==> config.mk <==
export PLATFORM = sky130hd
export DESIGN_NAME = div_iter
export DESIGN_NICKNAME = d
export VERILOG_FILES = /design/src/rtl/div_iter.sv
export SDC_FILE = /design/constraint.sdc
export NUM_CORES = 1
export LEC_CHECK = 0
export BUFFER_PORTS_ARGS = -buffer_cell sky130_fd_sc_hd__buf_4
export CAP_MARGIN = 20
export CORE_ASPECT_RATIO = 2
export CORE_MARGIN = 2
export CORE_UTILIZATION = 35
export CTS_BUF_LIST = sky130_fd_sc_hd__clkbuf_2 sky130_fd_sc_hd__clkbuf_4 sky130_fd_sc_hd__clkbuf_8
export DETAILED_ROUTE_END_ITERATION = 10
export PLACE_DENSITY = 0.58
export SLEW_MARGIN = 40
export SYNTH_ARGS = -nofsm -noshare
export SYNTH_HDL_FRONTEND = slang
export SYNTH_SLANG_ARGS = --single-unit
==> constraint.sdc <==
create_clock -name clk -period 4.1 [get_ports clk]
set_input_delay 1.23 -clock clk [delete_from_list [all_inputs] [get_ports clk]]
set_output_delay 1.23 -clock clk [all_outputs]
set_load 0.01 [all_outputs]
==> src/rtl/div_iter.sv <==
// -----------------------------------------------------------------------------
// div_iter : iterative 32-bit radix-2 restoring divider for the EX stage.
//
// Serves DIV (signed, two's complement) and DIVU (unsigned). Operands are
// latched when EX issues a start. One quotient bit is produced per cycle.
// While the result is pending, EX is held through stallreq.
//
// Ports
//   clk         rising-edge clock
//   rst         synchronous reset, active low (0 = reset)
//   div_start   EX requests a divide; held high until EX sees ready
//   signed_div  1 = DIV, 0 = DIVU; sampled with div_start
//   dividend    numerator, sampled only at accept
//   divisor     denominator, sampled only at accept
//   annul       instruction in EX squashed; aborts any operation
//   result      {remainder[63:32], quotient[31:0]} = {HI, LO}
//   ready       result valid (held while div_start stays high)
//   busy        registered: state is not FREE
//   stallreq    div_start & ~ready (the only combinational output)
// -----------------------------------------------------------------------------
module div_iter (
  input  logic        clk,
  input  logic        rst,
  input  logic        div_start,
  input  logic        signed_div,
  input  logic [31:0] dividend,
  input  logic [31:0] divisor,
  input  logic        annul,
  output logic [63:0] result,
  output logic        ready,
  output logic        busy,
  output logic        stallreq
);

  typedef enum logic [1:0] {
    FREE        = 2'd0,
    DIV_BY_ZERO = 2'd1,
    DIV_ON      = 2'd2,
    DIV_END     = 2'd3
  } state_e;

  state_e      state_q,    state_d;
  logic [4:0]  cnt_q,      cnt_d;
  // {partial remainder, dividend/quotient}. The partial remainder is always
  // below the divisor magnitude, so the 33-bit trial operand is simply the
  // top 33 bits of this register and no separate 65th bit needs storing.
  logic [63:0] work_q,     work_d;
  logic [31:0] dvsr_q,     dvsr_d;      // |divisor|
  logic        sgn_q,      sgn_d;       // latched signed_div
  logic        dvd_neg_q,  dvd_neg_d;   // dividend sign at accept
  logic        dvs_neg_q,  dvs_neg_d;   // divisor sign at accept
  logic [63:0] result_q,   result_d;
  logic        ready_q,    ready_d;

  // Operand magnitudes at accept. 0x80000000 negates to itself, which is the
  // correct unsigned magnitude.
  logic [31:0] dvd_abs;
  logic [31:0] dvs_abs;

  // One restoring step and the sign fix-up of its outcome.
  logic [32:0] trial;
  logic [63:0] work_next;
  logic [31:0] quo_fix;
  logic [31:0] rem_fix;

  // NOTE: every always_comb output gets a default before any branch, so no
  // path leaves a signal unassigned and no latch can be inferred.
  always_comb begin
    dvd_abs = (signed_div && dividend[31]) ? (32'd0 - dividend) : dividend;
    dvs_abs = (signed_div && divisor[31])  ? (32'd0 - divisor)  : divisor;

    trial = work_q[63:31] - {1'b0, dvsr_q};
    if (trial[32]) begin
      // Negative trial: restore, quotient bit 0.
      work_next = {work_q[62:0], 1'b0};
    end else begin
      // Non-negative trial: keep the difference, quotient bit 1.
      work_next = {trial[31:0], work_q[30:0], 1'b1};
    end

    quo_fix = work_next[31:0];
    rem_fix = work_next[63:32];
    if (sgn_q && (dvd_neg_q ^ dvs_neg_q)) begin
      quo_fix = 32'd0 - work_next[31:0];
    end
    if (sgn_q && dvd_neg_q) begin
      rem_fix = 32'd0 - work_next[63:32];
    end
  end

  always_comb begin
    state_d   = state_q;
    cnt_d     = cnt_q;
    work_d    = work_q;
    dvsr_d    = dvsr_q;
    sgn_d     = sgn_q;
    dvd_neg_d = dvd_neg_q;
    dvs_neg_d = dvs_neg_q;
    result_d  = result_q;
    ready_d   = ready_q;

    unique case (state_q)
      FREE: begin
        if (div_start) begin
          sgn_d     = signed_div;
          dvd_neg_d = dividend[31];
          dvs_neg_d = divisor[31];
          if (divisor == 32'd0) begin
            state_d = DIV_BY_ZERO;
          end else begin
            dvsr_d  = dvs_abs;
            work_d  = {32'd0, dvd_abs};
            cnt_d   = 5'd0;
            state_d = DIV_ON;
          end
        end
      end

      DIV_BY_ZERO: begin
        state_d  = DIV_END;
        result_d = 64'd0;
        ready_d  = 1'b1;
      end

      DIV_ON: begin
        // div_start is deliberately ignored here; only annul aborts.
        work_d = work_next;
        cnt_d  = cnt_q + 5'd1;
        if (cnt_q == 5'd31) begin
          state_d  = DIV_END;
          result_d = {rem_fix, quo_fix};
          ready_d  = 1'b1;
        end
      end

      DIV_END: begin
        // Result is held until EX drops its request.
        if (!div_start) begin
          state_d  = FREE;
          result_d = 64'd0;
          ready_d  = 1'b0;
        end
      end

      default: begin
        state_d = FREE;
      end
    endcase

    // A squashed instruction wins over everything except reset, including
    // an accept in FREE.
    if (annul) begin
      state_d  = FREE;
      cnt_d    = 5'd0;
      result_d = 64'd0;
      ready_d  = 1'b0;
    end
  end

  // NOTE: state registers use non-blocking assignments so every flop samples
  // the pre-edge value of every other flop, independent of statement order.
  always_ff @(posedge clk) begin
    if (!rst) begin
      state_q   <= FREE;
      cnt_q     <= 5'd0;
      work_q    <= 64'd0;
      dvsr_q    <= 32'd0;
      sgn_q     <= 1'b0;
      dvd_neg_q <= 1'b0;
      dvs_neg_q <= 1'b0;
      result_q  <= 64'd0;
      ready_q   <= 1'b0;
    end else begin
      state_q   <= state_d;
      cnt_q     <= cnt_d;
      work_q    <= work_d;
      dvsr_q    <= dvsr_d;
      sgn_q     <= sgn_d;
      dvd_neg_q <= dvd_neg_d;
      dvs_neg_q <= dvs_neg_d;
      result_q  <= result_d;
      ready_q   <= ready_d;
    end
  end

  assign result   = result_q;
  assign ready    = ready_q;
  assign busy     = (state_q != FREE);
  assign stallreq = div_start & ~ready_q;

endmodule
# Word level (Yosys, flattened, before mapping)
# Index checks and enable logic that the tools add are counted.
dict set report totals {
  ff_bits 171
  wordCells 65
  out_inout_bits 67
}
dict set report classes {
  muxes 22
  bitwise_logic 5
  eq_ne 8
  reduce_logical 15
  add_sub_neg 6
}
# cell n
set ops {}
lappend ops {{2-to-1 mux 64 bit} 5}
lappend ops {{case mux 64 bit (3 select lines)} 1}
lappend ops {{2-to-1 mux 32 bit} 4}
lappend ops {{case mux 64 bit (2 select lines)} 1}
lappend ops {{subtractor 1 x 32 -> 32 bit, first input constant} 4}
lappend ops {{subtractor 33 x 32 -> 33 bit} 1}
lappend ops {{logical NOT 32 bit} 1}
lappend ops {{AND reduction 3 bit} 4}
lappend ops {{2-to-1 mux 5 bit} 2}
lappend ops {{case mux 5 bit (2 select lines)} 1}
lappend ops {{2-to-1 mux 2 bit} 4}
lappend ops {{!= test 2 bit, second input constant} 4}
lappend ops {{case mux 2 bit (4 select lines)} 1}
lappend ops {{adder 5 x 1 -> 5 bit, second input constant} 1}
lappend ops {{equality test 5 bit, second input constant} 1}
lappend ops {{equality test 2 bit, second input constant} 2}
lappend ops {{logical AND 1 bit} 4}
lappend ops {{nonzero test 2 bit} 2}
lappend ops {{NOT 1 bit} 3}
lappend ops {{case mux 1 bit (3 select lines)} 1}
lappend ops {{nonzero test 3 bit} 1}
lappend ops {{equality test 2 x 1 -> 1 bit, second input constant} 1}
lappend ops {{logical NOT 2 bit} 1}
lappend ops {{2-to-1 mux 1 bit} 2}
lappend ops {{other kinds (4)} 4}

# Longest topological paths before layout
dict set report logic_depth {
  depth_word 6
  depth_mapped 23
  ltp_nobuf 20
}

# Least setup slack after synthesis
# OpenSTA, ideal clock, no wires.
dict set report synth_path {
  path_type {register to register}
  from {register work_q[31]}
  to {register result_q[60], in the netlist result[60]}
  setup_slack_ns -0.021
  path_buffers 2
  arrival_time_ns 3.992
  required_time_ns 3.971
  setup_ns 0.129
  path_stages_with_launch 22
  path_cell_list {dfxtp_1 -> inv_1 -> ha_1 -> inv_1 -> fa_1 -> a211oi_1 -> o211ai_1 -> nand2_1 -> o2111ai_1 -> a21oi_2 -> nor2_8 -> inv_4 -> clkbuf_1 -> buf_2 -> o21ai_0 -> inv_1 -> ha_1 -> o21a_1 -> nand4_1 -> o31ai_1 -> xor2_1 -> o21ai_0}
}
dict set report synth_via {
  elab_chain_cells 6
}
# element line_no
set synth_lines {}
lappend synth_lines {{start, declared} 47} ;# logic [63:0] work_q, work_d;
lappend synth_lines {{start signal, assigned} 176} ;# work_q <= work_d;
lappend synth_lines {{subtractor 33 x 32 -> 33 bit} 72} ;# trial = work_q[63:31] - {1'b0, dvsr_q};
lappend synth_lines {{2-to-1 mux 64 bit *} 73} ;# if (trial[32]) begin
lappend synth_lines {{subtractor 1 x 32 -> 32 bit} 87} ;# rem_fix = 32'd0 - work_next[63:32];
lappend synth_lines {{2-to-1 mux 32 bit *} 86} ;# if (sgn_q && dvd_neg_q) begin
lappend synth_lines {{2-to-1 mux 64 bit *} 129} ;# if (cnt_q == 5'd31) begin
lappend synth_lines {{case mux 64 bit (3 select lines) *} 102} ;# unique case (state_q)
lappend synth_lines {{end signal, assigned} 181} ;# result_q <= result_d;
lappend synth_lines {{end, declared} 52} ;# logic [63:0] result_q, result_d;
# Mark *: on every way between the ends. The rest lies on a longest branch, timed or not. The select of a mux whose other input is x is not followed.
# A chain may end at the register's enable or synchronous reset.

# Final worst setup path
dict set report layout_path {
  from {register dvsr_q[14]}
  to {register result_q[62], in the netlist result[62]}
}
dict set report layout_via {
  elab_chain_cells 6
}
# element line_no
set layout_lines {}
lappend layout_lines {{start, declared} 48} ;# logic [31:0] dvsr_q, dvsr_d;
lappend layout_lines {{start signal, assigned} 177} ;# dvsr_q <= dvsr_d;
lappend layout_lines {{subtractor 33 x 32 -> 33 bit *} 72}
lappend layout_lines {{2-to-1 mux 64 bit *} 73}
lappend layout_lines {{subtractor 1 x 32 -> 32 bit} 87}
lappend layout_lines {{2-to-1 mux 32 bit *} 86}
lappend layout_lines {{2-to-1 mux 64 bit *} 129}
lappend layout_lines {{case mux 64 bit (3 select lines) *} 102}
# Marked as above.

==> results.py <==
metrics = {
    "final_layout": {
        "nFillCells": 3543,
        "final_util": 0.4277,
        "drive_above_1_share": 0.1861,
        "final_cell_mix": "238 x buf_4, 219 x nand2_1, 170 x dfxtp_1",
        "fin_nets": 1878,
        "final_common_cell": "buf_4",
        "area_delta_synth_final_pct": 21.33,
    },
    "placed_design": {
        "dp_slack_ps": 29.94,
        "hpwlAfterDp_um": 37160,
        "gp_congestion": 0.9641,
        "io_buffers": 135,
    },
    "floorplan": {
        "start_util": 0.3525,
        "core_sq_mm": 0.03411,
        "dieWidth_um": 135.1,
        "die_area_sq_mm": 0.03595,
        "io_pins": 136,
        "rows": 96,
        "die_y_um": 266.1,
    },
    "worst_hold_path": {
        "min_path_type": "reg -> reg",
        "worstHoldStart": "result[61]",
    },
    "sta": {
        "tightest_slew_ps": 794.2,
        "finalSetupViolations": 0,
        "drv_slew": 0,
        "period_minus_slack_ps": 3913,
        "timing.final.crit_share": 0.9543,
        "setup_slack_ps": 187.3,
        "finalClockSkew_ps": 29.51,
        "slew_headroom": 0.4705,
        "clock.fmax_ghz": 0.2556,
        "finalHoldViolCount": 0,
    },
    "critical_path": {
        "start_kind": "flop",
        "crit_slowest_cell": "ha_1",
        "critical_path_arrival_ps": 4310,
        "crit_chain": "inv_1, ha_1, nand4_1, nor2_1, nand2_1, o2111ai_1, buf_4, a21oi_4, nor2_8, inv_4, buf_4, buf_4, o31ai_4, nand3_1, buf_4, o41ai_2, xor2_1, o21ai_1",
        "startpoint": "dvsr_q[14]",
        "path_delay_family": "compound AO/OA/AOI/OAI gates",
        "end_kind": "flop",
        "cp.required_ps": 4500,
        "path_class": "reg -> reg",
        "r2r_start": "dvsr_q[14]",
        "cp_num_buf_inv": 6,
        "crit_top_cell": "buf_4",
        "slowest_delay_ps": 450,
        "r2r_setup_slack_ps": 190,
        "path_max_fanout": 13,
    },
    "logic_synthesis": {
        "synthDistinctLibCells": 86,
        "syn_inst": 1595,
        "yosys_warnings": 0,
        "synth.area.mux_share": 0.02695,
        "syn_area_sq_mm": 0.01203,
        "synth_flop_cell": "dfxtp_1",
        "syn-num-nets": 1707,
        "synth_top_cell_by_area": "dfxtp_1",
        "ys_top_cells_by_area": "dfxtp_1 28%, nand2_1 6.9%, o21ai_0 5.0%",
        "yosys.area_share.xor_xnor": 0.09687,
        "synth_top_family_by_area": "compound AO/OA/AOI/OAI gates",
        "yosys.area_share.simple": 0.2297,
        "synth_top_area_frac": 0.2847,
        "avgSynthCellArea_sq_um": 7.539,
        "synthAdderAreaFrac": 0.04536,
        "async_flop_share": 0,
        "yosysSeqAreaShare": 0.2847,
        "synth-seq-cells": 171,
        "synth_enable_flop_cells": 0,
        "synth_compound_area_frac": 0.2639,
    },
    "drt": {
        "drc_errors": 0,
        "vias": 12230,
        "detail_route.wl_per_cell_um": 20.69,
        "ant_nets": 0,
        "first_iter_violations": 626,
        "viasPerCell": 5.507,
        "drt-pass1-iter-count": 6,
        "wl_um": 45960,
    },
    "clock_tree": {
        "clock_path_buffers": 2,
        "cts.sink_count": 171,
        "clk_pin_slew_ps": 110,
        "cts_setup_buffers": 0,
        "cts_root_buf": "clkbuf_8",
        "cts_tree": "yes",
        "clk_latency_ps": 510,
        "cts-buffers-inserted": 17,
        "htreeDepth": 4,
    },
    "global_route": {
        "first_global_vias": 12410,
        "overflow": 0,
        "antenna_found_initial": 1,
        "grt_pass1_wl_um": 69520,
        "grt_start_max_net_pins": 72,
        "grt_use_total": 0.2562,
    },
    "pwr": {
        "finalPower_mw": 4.177,
        "p_leak_nw": 6.021,
        "ir_drop_mv": 0.2083,
        "p_per_area_mw_per_mm2": 286.3,
    },
    "outcome": {
        "status": "completed",
    },
    "flow_run": {
        "maxCapViolCount": 0,
    },
}
-- registers in the layout, indices dropped and copies added, names as in the netlist --
name,flops
dvs_neg_q,1
dvd_neg_q,1
ready,1
work_q,64
result,64
dvsr_q,32
state_q,2
sgn_q,1
cnt_q,5
-- routing by layer --
metal	part of all wire	vias to the layer above	track usage
li1	-	5995	-
met5	0	-	0
met2	0.54	326	0.4960
met3	0.029	160	0.03272
met4	0.11	0	0.2430
met1	0.32	5751	0.2158
-- where the power goes --
part	switching, mW	internal [mW]	total, mW
Sequential	0.0885	1.73	1.81
Clock	0.673	0.505	1.18
Combinational	0.739	0.445	1.18
Total	1.50	2.68	4.18
-- layout make-up --
type / instances / area [sq um] / area share
Antenna cell: 1 / 2.502 / 0.0001715
Clock buffer: 19 / 255.2 / 0.01749
Clock inverter: 13 / 115.1 / 0.007890
Inverter: 63 / 239.0 / 0.01638
Multi-Input combinational cell: 1268 / 8084 / 0.5541
Sequential cell: 171 / 3425 / 0.2347
Tap cell: 441 / 551.8 / 0.03782
Timing Repair Buffer: 245 / 1918 / 0.1315
-- path summary, 6_finish.rpt --
check,to,depth (start not counted)
setup reg to reg,result[62],18
hold / removal,result[61],2
setup / recovery,result[62],18
hold reg to reg,result[61],2
-- timing repair --
item / in CTS / in global routing
setup endpoints to repair: 1 / 19
hold buffers: 0 / 0
pin swaps: 0 / 3
gates resized for setup: 1 / 17
endpoints found under the hold margin: 0 / 0
-- metrics by stage --
step | setup TNS (ps) | instance area, sq um | instances | hold slack [ps]
floorplan | 0 | 12040 | 1595 | 436.2
global placement | 0 | 14140 | 2188 | 438.1
detailed placement | 0 | 14140 | 2188 | 441.2
CTS | 0 | 14520 | 2220 | 457.5
global route | -39.55 | 14590 | 2221 | 475.6
finish | 0 | 14590 | 2221 | 453.5
-- synthesized netlist by cell type, types with 8 or more instances --
| cell | count |
|---|---|
| o211ai_1 | 9 |
| o211a_1 | 31 |
| nor4_1 | 18 |
| a21boi_0 | 28 |
| o21ai_1 | 11 |
| nor3_1 | 25 |
| o31ai_1 | 20 |
| nor2b_1 | 29 |
| nand4_1 | 9 |
| o21ai_0 | 120 |
| and3_1 | 12 |
| a21oi_1 | 116 |
| nor2_1 | 146 |
| mux2i_1 | 29 |
| nand2_1 | 220 |
| a22oi_1 | 43 |
| or3_1 | 25 |
| ha_1 | 42 |
| a21o_1 | 9 |
| or4_1 | 8 |
| o21a_1 | 8 |
| buf_2 | 20 |
| a31oi_1 | 14 |
| xor2_1 | 66 |
| inv_1 | 61 |
| clkbuf_1 | 66 |
| a211oi_1 | 13 |
| and2_1 | 25 |
| nand3_1 | 27 |
| xnor2_1 | 67 |
| dfxtp_1 | 171 |
-- cell families (layout without fill, tap and decap cells) --
group | count (synthesis) | after routing
other | 0 | 1
AND/OR/NAND/NOR | 581 | 581
buffers and inverters | 156 | 340
AO/OA/AOI/OAI | 479 | 479
adder cells (fa/ha/maj) | 43 | 43
multiplexers | 32 | 32
flip-flops | 171 | 171
XOR/XNOR | 133 | 133
-- worst reg2reg max path: stages, from the launching register on --
cell and delay, ps:
dfxtp_1 340, inv_1 110, ha_1 450, nand4_1 290, nor2_1 240, nand2_1 130
o2111ai_1 280, buf_4 180, a21oi_4 70, nor2_8 130, inv_4 40, buf_4 190
buf_4 190, o31ai_4 270, nand3_1 140, buf_4 160, o41ai_2 370, xor2_1 170
o21ai_1 70
No activity file was read; power rests on OpenSTA's default activity.
